[src/rtl/dense_pkg.sv]
// Shared definitions for the dense-layer requantization stage:
// accumulator width helper, FSM state type and the signed saturation function.
package dense_pkg;

    typedef enum logic [1:0] {IDLE, LOAD, EMIT} dense_rq_state_t;

    // Accumulator results are twice as wide as the layer's data words.
    function automatic int acc_w(input int width);
        return 2 * width;
    endfunction

    // Clamp a sign-extended value into the signed range of a w-bit word.
    function automatic logic signed [63:0] sat_signed(input logic signed [63:0] v,
                                                      input int unsigned w);
        logic signed [63:0] hi;
        logic signed [63:0] lo;
        hi = (64'sd1 <<< (w - 1)) - 64'sd1;
        lo = -hi - 64'sd1;
        if (v > hi) return hi;
        if (v < lo) return lo;
        return v;
    endfunction

endpackage

[src/rtl/requant_lane.sv]
// One requantization lane: bias add, round-half-up shift, optional ReLU and
// saturation of a single accumulator element to WIDTH bits.
// Build option: DENSE_REQUANT_RELU_EN enables the ReLU clamp.
module requant_lane
    import dense_pkg::*;
#(
    parameter int WIDTH = 16,
    parameter int SHIFT = 8
) (
    input  logic signed [2*WIDTH-1:0] acc,
    input  logic signed [WIDTH-1:0]   bias,
    output logic signed [WIDTH-1:0]   res
);

    // Two guard bits keep the bias add and rounding offset from wrapping.
    localparam int T_W = acc_w(WIDTH) + 2;
    // Half an output LSB; evaluates to zero when SHIFT is zero.
    localparam logic signed [T_W-1:0] RND = (T_W'(1) << SHIFT) >> 1;

    logic signed [T_W-1:0] sum;
    logic signed [T_W-1:0] rounded;
    logic signed [T_W-1:0] shifted;
    logic signed [T_W-1:0] clamped;
    logic signed [63:0]    wide;

    // Pure datapath: sum, round, shift, clamp, saturate.
    always_comb begin
        sum     = {{(T_W-2*WIDTH){acc[2*WIDTH-1]}}, acc}
                + {{(T_W-WIDTH){bias[WIDTH-1]}}, bias};
        rounded = sum + RND;
        shifted = rounded >>> SHIFT;
`ifdef DENSE_REQUANT_RELU_EN
        clamped = (shifted < 0) ? '0 : shifted;
`else
        clamped = shifted;
`endif
        wide    = {{(64-T_W){clamped[T_W-1]}}, clamped};
        res     = WIDTH'(sat_signed(wide, WIDTH));
    end

endmodule

[src/rtl/dense_requant_stage.sv]
// Captures a B x M accumulator matrix plus per-neuron bias, requantizes it
// and streams one row of M results per beat on a valid/ready interface.
// Build option: DENSE_REQUANT_RELU_EN enables ReLU in every lane.
module dense_requant_stage
    import dense_pkg::*;
#(
    parameter int B     = 2,
    parameter int M     = 3,
    parameter int WIDTH = 16,
    parameter int SHIFT = 8,
    localparam int IDX_W = (B > 1) ? $clog2(B) : 1
) (
    input  logic                                    clk,
    input  logic                                    rst,
    input  logic                                    in_valid,
    output logic                                    in_ready,
    input  logic signed [B-1:0][M-1:0][2*WIDTH-1:0] acc,
    input  logic signed [M-1:0][WIDTH-1:0]          bias,
    output logic                                    out_valid,
    input  logic                                    out_ready,
    output logic signed [M-1:0][WIDTH-1:0]          out_row,
    output logic [IDX_W-1:0]                        out_idx,
    output logic                                    out_last
);

    localparam int ACC_W = acc_w(WIDTH);
    localparam logic [IDX_W-1:0] LAST_ROW = IDX_W'(B - 1);

    dense_rq_state_t                     state_q, state_d;
    logic [IDX_W-1:0]                    row_q, row_d;
    logic [B-1:0][M-1:0][ACC_W-1:0]      acc_q, acc_d;
    logic [M-1:0][WIDTH-1:0]             bias_q, bias_d;
    logic [M-1:0][WIDTH-1:0]             out_row_q, out_row_d;
    logic [IDX_W-1:0]                    sel;
    logic signed [M-1:0][WIDTH-1:0]      lane_res;

    // Row fed to the lanes: row 0 while loading, otherwise the next row so it
    // is ready on the same edge the current row is accepted.
    always_comb begin
        sel = '0;
        if (state_q == EMIT && row_q != LAST_ROW) begin
            sel = row_q + 1'b1;
        end
    end

    for (genvar i = 0; i < M; i++) begin : g_lane
        requant_lane #(
            .WIDTH (WIDTH),
            .SHIFT (SHIFT)
        ) u_lane (
            .acc  (acc_q[sel][i]),
            .bias (bias_q[i]),
            .res  (lane_res[i])
        );
    end

    // Next-state logic for capture, first-row load and row streaming.
    always_comb begin
        state_d   = state_q;
        row_d     = row_q;
        acc_d     = acc_q;
        bias_d    = bias_q;
        out_row_d = out_row_q;
        case (state_q)
            IDLE: begin
                if (in_valid) begin
                    acc_d   = acc;
                    bias_d  = bias;
                    row_d   = '0;
                    state_d = LOAD;
                end
            end
            LOAD: begin
                out_row_d = lane_res;
                row_d     = '0;
                state_d   = EMIT;
            end
            EMIT: begin
                if (out_ready) begin
                    if (row_q == LAST_ROW) begin
                        state_d = IDLE;
                    end else begin
                        row_d     = row_q + 1'b1;
                        out_row_d = lane_res;
                    end
                end
            end
            default: state_d = IDLE;
        endcase
    end

    // State register; reset aborts any matrix in flight and clears buffers.
    always_ff @(posedge clk) begin
        if (rst) begin
            state_q   <= IDLE;
            row_q     <= '0;
            acc_q     <= '0;
            bias_q    <= '0;
            out_row_q <= '0;
        end else begin
            state_q   <= state_d;
            row_q     <= row_d;
            acc_q     <= acc_d;
            bias_q    <= bias_d;
            out_row_q <= out_row_d;
        end
    end

    // Handshake outputs decode directly from registered state.
    always_comb begin
        in_ready  = (state_q == IDLE);
        out_valid = (state_q == EMIT);
        out_last  = (state_q == EMIT) && (row_q == LAST_ROW);
        out_idx   = row_q;
        out_row   = out_row_q;
    end

endmodule
[config.mk]
export PLATFORM = sky130hd
export DESIGN_NAME = dense_requant_stage
export DESIGN_NICKNAME = d
export VERILOG_FILES = /design/src/rtl/dense_pkg.sv /design/src/rtl/requant_lane.sv /design/src/rtl/dense_requant_stage.sv
export SDC_FILE = /design/constraint.sdc
export NUM_CORES = 1
export LEC_CHECK = 0
export CAP_MARGIN = 20
export CELL_PAD_IN_SITES_DETAIL_PLACEMENT = 1
export CELL_PAD_IN_SITES_GLOBAL_PLACEMENT = 1
export CORE_ASPECT_RATIO = 1.2
export CORE_MARGIN = 8
export CORE_UTILIZATION = 35
export CTS_CLUSTER_DIAMETER = 150
export DETAILED_ROUTE_END_ITERATION = 7
export GPL_TIMING_DRIVEN = 0
export PLACE_DENSITY = 0.83
export SLEW_MARGIN = 20
export SYNTH_ARGS = -nofsm -noshare
export SYNTH_HDL_FRONTEND = slang
export SYNTH_SLANG_ARGS = --single-unit
[constraint.sdc]
create_clock -name clk -period 4.6 [get_ports clk]
set_input_delay 0.92 -clock clk [delete_from_list [all_inputs] [get_ports clk]]
set_output_delay 0.92 -clock clk [all_outputs]
set_load 0.05 [all_outputs]
---- After elaboration in Yosys (flattened, before gate mapping) ----
Cells that the tools add are included.
operators by class
  add/sub/neg operators ................... 7
  muxes and demuxes ....................... 35
  bitwise gates (word level) .............. 1
  reductions and logical operators ........ 9
  equal/unequal tests ..................... 6
  magnitude comparators ................... 7
operator list
  operator                                                      count
  two-way mux 16 bit                                            12
  two-way mux 96 bit                                            2
  adder 33 x 9 -> 34 bit, second input constant                 3
  adder 32 x 16 -> 33 bit                                       3
  two-way mux 48 bit                                            2
  one-hot mux 48 bit (2 select lines)                           1
  > comparator 26 x 16 -> 1 bit, second input constant          3
  less-than comparator 26 x 16 -> 1 bit, second input constant  3
  two-way mux 1 bit                                             13
  AND reduction 3 bit                                           3
  two-way mux 2 bit                                             3
  one-hot mux 2 bit (3 select lines)                            1
  != test 2 x 1 -> 1 bit, second input constant                 2
  != test 2 bit, second input constant                          2
  one-hot mux 1 bit (3 select lines)                            1
  nonzero test 3 bit                                            1
  == test 2 x 1 -> 1 bit, second input constant                 1
  == test 2 bit, second input constant                          1
  logical AND 1 bit                                             2
  logical NOT 2 bit                                             1
  less-than comparator 1 x 2 -> 1 bit, second input constant    1
  AND reduction 2 bit                                           1
  nonzero test 2 bit                                            1
  adder 1 bit, second input constant                            1
  NOT 1 bit                                                     1
word-level totals
  bits in registers ....................... 291
  logic and storage cells ................. 79
  output and inout port bits .............. 52
  input port bits ......................... 244

---- Longest topological paths before layout ----
  word-level depth ........................ 15
  gate-level depth with buffers ........... 22
  depth with buffers taken out ............ 16

---- Cells and area by module ----
A second synthesis with hierarchy kept.
second synthesis, totals
  cell total of the unflattened synthesis .. 2211
  area total of the unflattened synthesis .. 18153.7 um^2
modules (own cells, without submodules)
  module               cells each  times used  sequential area each (um^2)  area an instance (um^2)
  dense_requant_stage  1374        1           5825.6                       11701.2
  requant_lane         279         3           0.0                          2150.8

---- Worst setup path before layout ----
No wires, ideal clock.
  path type ............................... flip-flop to flip-flop
  from .................................... reg row_q, in the netlist out_idx
  to ...................................... reg out_row_q, in the netlist out_row[5]
  setup time .............................. 0.134 ns
  data required time ...................... 4.466 ns
  cell stages (with the launch flop) ...... 22
  arrival ................................. 4.776 ns
  setup slack ............................. -0.310 ns
  path buffers ............................ 5
  clock period less this slack ............ 4.910 ns
  cell sequence ........................... dfxtp_1 > or3b_1 > buf_2 > clkbuf_1 > clkbuf_1 > nand2_1 > nand2_1 > ha_1 > ha_1 > clkbuf_1 > a211oi_1 > nor2_1 > or3b_2 > a21boi_0 > o41ai_4 > mux2i_1 > o2111ai_1 > nor4_2 > nand2b_1 > a31oi_4 > buf_6 > a211oi_1
between the ends
  longest elaborated chain between the ends .. 15
  elaborated cells on any way between the ends .. 21
  those cells by class .................... 3 x add/sub; 2 x order compare; 1 x eq/ne; 12 x mux; 1 x bitwise; 2 x reduce/logical
ends and longest elaborated chain
  element                                                          RTL line                    RTL
  start: declaration                                               dense_requant_stage.sv:30   logic [IDX_W-1:0] row_q, row_d;
  start signal: assignment                                         dense_requant_stage.sv:102  row_q <= row_d;
  branches (longest 15 deep; another with adder 33 x 9 -> 34 bit)  -
  end signal: assignment                                           dense_requant_stage.sv:105  out_row_q <= out_row_d;
  end: declaration                                                 dense_requant_stage.sv:33   logic [M-1:0][WIDTH-1:0] out_row_q, out_row_d;
Several ways; the timed one is not identified. The select of a mux whose other input is x is not followed.
A chain may end at the register's enable or synchronous reset.

---- Final worst setup path ----
  from .................................... reg row_q, in the netlist out_idx
  to ...................................... reg out_row_q, in the netlist out_row[13]
Same word-level chain as after synthesis.

==> run summary <==
==============================================================================
Net Sw Frac .....................................................       0.3360
Via count of the routed design ..................................       18,980
Post-place setup slack ..........................................     -2005 ps
CTS tree ........................................................         done
DRT Pass-1 Iters ................................................            5
Largest net degree at the start of global routing ...............           20
Top fanout value on the critical path ...........................            5
Layout area overhead ............................................       41.46%
DIE AREA ........................................................  0.05778 mm2
H-Tree Level Count ..............................................            2
Core Area .......................................................  0.05000 mm2
Max-slew violation count ........................................            0
Final worst path period need ....................................      4847 ps
Horizontal extent of the die ....................................     220.8 um
Peak clock frequency supported by timing ........................    206.3 MHz
Synthesized-area fraction occupied by xor and xnor cells ........      0.03431
Layout cells sized above 1 ......................................       0.1375
Main synth FF type .............................................. sky130_fd_sc_hd__dfxtp_1
Launching point of the worst reg2reg path .......................      out_idx
Power density over the cells .................................... 324.0 mW/mm2
Vertical die dimension ..........................................     261.7 um
Average instance area after synthesis ...........................    7.260 um2
Hold-fix buffers at CTS .........................................            0
Failing checks .................................................. negative setup slack
Share of the synthesized area in compound gates (AO/OA/AOI/OAI) .       0.2033
Count of pins on the block boundary .............................          296
Number of endpoints failing setup at the final stage ............           45
Fraction of power consumed by the clock network .................        0.348
Share of cell area taken by muxes after synthesis ...............     0.005186
Clock skew after layout .........................................     32.97 ps
Antenna violations before repair ................................            3
End point of the most critical hold path ........................    acc_q[23]
Vias in the first global route ..................................       20,400
Data arrival time at the worst-slack endpoint ...................      5230 ps
Root buf cell ................................................... sky130_fd_sc_hd__clkbuf_16
Hold Crit Class ................................................. flop to flop
Number of cell rows .............................................           90
Adder-Cell Fraction of Synth Area ...............................       0.1321
Routability Congestion ..........................................       0.9189
Max Cap Viol ....................................................            0
Type of destination of the critical path ........................         flop
Worst setup path category ....................................... flop to flop
Number of flops mapped to enable cells by yosys .................            0
Sum of negative setup slack .....................................     -6561 ps
Fill cell count .................................................        6,038
Starting DRT DRC Count ..........................................          839
Wirelength, routed ..............................................     76.52 mm
Number of sinks on the clock net ................................          291
Clk_lat worst skew ..............................................       560 ps
Half-perimeter wire length of the detailed placement result .....     57.66 mm
Grt ovf .........................................................            0
Total Nets Final ................................................        3,236
Unique masters post-synth .......................................           77
Post-route worst hold slack .....................................     453.8 ps
Gate count of the mapped netlist ................................        2,426
Final count of hold timing violations ...........................            0
Syn. warnings ...................................................            0
Sequential Power Share ..........................................        0.353
Buffers on Ports ................................................          294
Net load switching power ........................................   0.002713 W
Relative slew margins ...........................................       0.2646
Routed WL per cell ..............................................     22.02 um
Synth Area in Simple Gates ......................................       0.2568
Hold depth ......................................................            2
DRC errors left .................................................            0
Antenna Violating Nets Remaining ................................            0
Unrepaired setup endpoints after global routing .................          yes
Worst Tran Pin Value ............................................      1103 ps
Main combinational cell family by area after synthesis .......... simple AND/OR/NAND/NOR gates
VDD IR-drop max .................................................    0.2542 mV
Final WS setup ..................................................    -247.0 ps
Syn_nets ........................................................        2,856
Number of buffers added by the clock tree synthesis step ........           35
Total GRT Usage .................................................       0.2546
Clock Path Buffers ..............................................            3
Clock slew at reported path FFs .................................        60 ps
Via density per instance ........................................        5.463
Worst Min Path Start ............................................    acc_q[23]
Period utilization ..............................................        1.054
Combined area of all synthesized cells ..........................  0.01761 mm2
Initial core utilization ........................................       0.3523
Depth of the worst register-to-register path ....................           20
Leakage .........................................................     10.17 nW
Flip-flop and latch count after synthesis .......................          291
Design internal power ...........................................   0.005360 W
Data required time of the worst path ............................      4980 ps
Crit. Startpoint ................................................      out_idx
Async set-or-reset flop fraction in the synthesized netlist .....            0
Register-to-register setup slack ................................      -250 ps
End of the worst register-to-register path ......................  out_row[13]
Result of the run ............................................... complete, but fails checks
Global-route wire length before repair ..........................     114.6 mm
Element type at the critical path start .........................         flop
Part of the power in combinational logic ........................        0.299
Share of the yosys chip area belonging to registers .............       0.3308
==============================================================================
==> cells in the mapped netlist, types with 4 or more instances <==
cell / instances / area, um2
sky130_fd_sc_hd__a2111oi_0: 7 / 61.31
sky130_fd_sc_hd__a211o_1: 5 / 43.79
sky130_fd_sc_hd__a211oi_1: 29 / 217.7
sky130_fd_sc_hd__a21o_1: 30 / 225.2
sky130_fd_sc_hd__a21oi_1: 368 / 1842
sky130_fd_sc_hd__a221oi_1: 4 / 35.03
sky130_fd_sc_hd__a31oi_1: 14 / 87.58
sky130_fd_sc_hd__and2_1: 9 / 56.30
sky130_fd_sc_hd__and3_1: 8 / 50.05
sky130_fd_sc_hd__and4_1: 7 / 61.31
sky130_fd_sc_hd__buf_1: 5 / 18.77
sky130_fd_sc_hd__clkbuf_1: 132 / 495.5
sky130_fd_sc_hd__dfxtp_1: 291 / 5826
sky130_fd_sc_hd__ha_1: 186 / 2327
sky130_fd_sc_hd__inv_1: 28 / 105.1
sky130_fd_sc_hd__mux2i_1: 8 / 80.08
sky130_fd_sc_hd__nand2_1: 836 / 3138
sky130_fd_sc_hd__nand2b_1: 6 / 37.54
sky130_fd_sc_hd__nand3_1: 38 / 190.2
sky130_fd_sc_hd__nand4_1: 17 / 106.4
sky130_fd_sc_hd__nor2_1: 91 / 341.6
sky130_fd_sc_hd__nor2b_1: 9 / 56.30
sky130_fd_sc_hd__nor3_1: 46 / 230.2
sky130_fd_sc_hd__nor4_1: 5 / 31.28
sky130_fd_sc_hd__o2111ai_1: 4 / 35.03
sky130_fd_sc_hd__o211ai_1: 5 / 37.54
sky130_fd_sc_hd__o21a_1: 14 / 105.1
sky130_fd_sc_hd__o21ai_0: 59 / 295.3
sky130_fd_sc_hd__o21bai_1: 10 / 75.07
sky130_fd_sc_hd__o31a_1: 5 / 43.79
sky130_fd_sc_hd__or2_2: 5 / 31.28
sky130_fd_sc_hd__or3_1: 4 / 25.02
sky130_fd_sc_hd__xnor2_1: 37 / 324.1
sky130_fd_sc_hd__xor2_1: 32 / 280.3
==> through the flow <==
| step | total power [W] | std cells | cell area (um2) | util |
|---|---|---|---|---|
| after detailed placement | 0.004872 | 3364 | 21370 | 0.4274 |
| after CTS | 0.007919 | 3463 | 24070 | 0.4813 |
| after global placement | 0.004809 | 3364 | 21360 | 0.4273 |
| after global routing | 0.008399 | 3475 | 24910 | 0.4983 |
| final | 0.008072 | 3475 | 24910 | 0.4983 |
| after floorplan | 0.004052 | 2426 | 17610 | - |
==> layout make-up <==
class                   instances  area [um2]  area share
diodes                          2       5.005   0.0002009
clock buffers                  50        1025     0.04113
plain buffers                 124       708.2     0.02843
repair buffers                362        3552      0.1426
inverters                      28       105.1    0.004219
clock inverters                10       106.4    0.004269
well taps                     644       805.8     0.03234
flip-flops and latches        291        5837      0.2343
multi-input cells            1964       12770      0.5126
==> routing by layer <==
layer / GRT usage / vias to the layer above / routed length [um]
li1: - / 9085 / -
met1: 0.2872 / 9274 / 30780
met2: 0.4744 / 467 / 39480
met3: 0.03753 / 157 / 3230
met4: 0.1001 / 0 / 3026
met5: 0 / - / 0
==> layout by cell type, fill, tap and decap left out, types with 7 or more instances in the layout <==
| master | n |
|---|---|
| sky130_fd_sc_hd__dfxtp_1 | 288 |
| sky130_fd_sc_hd__clkbuf_16 | 43 |
| sky130_fd_sc_hd__o21a_1 | 14 |
| sky130_fd_sc_hd__o21ai_0 | 48 |
| sky130_fd_sc_hd__a21o_1 | 29 |
| sky130_fd_sc_hd__and2_1 | 9 |
| sky130_fd_sc_hd__a21oi_2 | 29 |
| sky130_fd_sc_hd__ha_4 | 60 |
| sky130_fd_sc_hd__xnor2_1 | 34 |
| sky130_fd_sc_hd__nor3_1 | 31 |
| sky130_fd_sc_hd__nand2_4 | 7 |
| sky130_fd_sc_hd__clkdlybuf4s50_1 | 294 |
| sky130_fd_sc_hd__nand2_1 | 809 |
| sky130_fd_sc_hd__clkbuf_8 | 8 |
| sky130_fd_sc_hd__buf_6 | 12 |
| sky130_fd_sc_hd__xor2_1 | 31 |
| sky130_fd_sc_hd__a21oi_1 | 331 |
| sky130_fd_sc_hd__inv_1 | 27 |
| sky130_fd_sc_hd__nand2_2 | 20 |
| sky130_fd_sc_hd__o21ai_1 | 8 |
| sky130_fd_sc_hd__mux2i_1 | 7 |
| sky130_fd_sc_hd__clkbuf_1 | 95 |
| sky130_fd_sc_hd__nor2b_1 | 8 |
| sky130_fd_sc_hd__buf_4 | 57 |
| sky130_fd_sc_hd__nor2_1 | 90 |
| sky130_fd_sc_hd__nand3_1 | 34 |
| sky130_fd_sc_hd__clkbuf_2 | 7 |
| sky130_fd_sc_hd__ha_1 | 111 |
| sky130_fd_sc_hd__nor3_2 | 14 |
| sky130_fd_sc_hd__a211oi_2 | 14 |
| sky130_fd_sc_hd__a211oi_1 | 15 |
| sky130_fd_sc_hd__nand4_1 | 17 |
| sky130_fd_sc_hd__a21oi_4 | 8 |
| sky130_fd_sc_hd__a31oi_1 | 10 |
| sky130_fd_sc_hd__ha_2 | 15 |
| sky130_fd_sc_hd__o21bai_1 | 9 |
==> registers in the layout (all words and copies together) (netlist names) <==
signal   count
acc_q      192
bias_q      48
out_row     48
state_q      2
out_idx      1
==> how the worst max path moves through the flow <==
stage and to:
2_1_floorplan out_row[5], 3_3_place_gp out_row[12], 3_5_place_dp out_row[38], 4_1_cts out_row[14], 5_1_grt out_row[13], 6_report out_row[13]
==> cells by family after synthesis <==
| kind of cell | after synthesis |
|---|---|
| xor+xnor | 69 |
| buf+inv | 171 |
| simple gates | 1099 |
| compound gates | 601 |
| mux | 9 |
| flops | 291 |
| fa+ha+maj | 186 |
==> critical path, cell delays in order, from the launching register on <==
cell	delay, ps
sky130_fd_sc_hd__dfxtp_4	360
sky130_fd_sc_hd__or3b_4	490
sky130_fd_sc_hd__clkbuf_16	210
sky130_fd_sc_hd__clkbuf_16	170
sky130_fd_sc_hd__nand2_4	60
sky130_fd_sc_hd__nand2_4	50
sky130_fd_sc_hd__ha_4	270
sky130_fd_sc_hd__ha_4	200
sky130_fd_sc_hd__and3_4	170
sky130_fd_sc_hd__a221o_1	410
sky130_fd_sc_hd__a31o_1	270
sky130_fd_sc_hd__a211oi_4	210
sky130_fd_sc_hd__buf_6	170
sky130_fd_sc_hd__o21a_1	180
sky130_fd_sc_hd__xnor2_1	150
sky130_fd_sc_hd__o2111ai_1	160
sky130_fd_sc_hd__nor4_2	420
sky130_fd_sc_hd__nand2b_1	150
sky130_fd_sc_hd__a31oi_4	330
sky130_fd_sc_hd__buf_6	180
sky130_fd_sc_hd__a211oi_2	60
==> power by group through the flow <==
stage	clock network, W	logic [W]	registers, W
4_1_cts	0.00285	0.00223	0.00284
5_1_grt	0.00294	0.00259	0.00287
2_1_floorplan	0	0.00103	0.00302
3_5_place_dp	0	0.00198	0.00289
3_3_place_gp	0	0.00193	0.00288
6_report	0.00281	0.00241	0.00285
==> repair_timing <==
action / in CTS / in global routing
setup endpoints to repair: 48 / 45
pin swaps: 51 / 56
cloned: 4 / 1
setup buffers: 46 / 17
endpoints found under the hold margin: 0 / 0
gates resized for setup: 229 / 155
(Power assumes the default switching activity.)
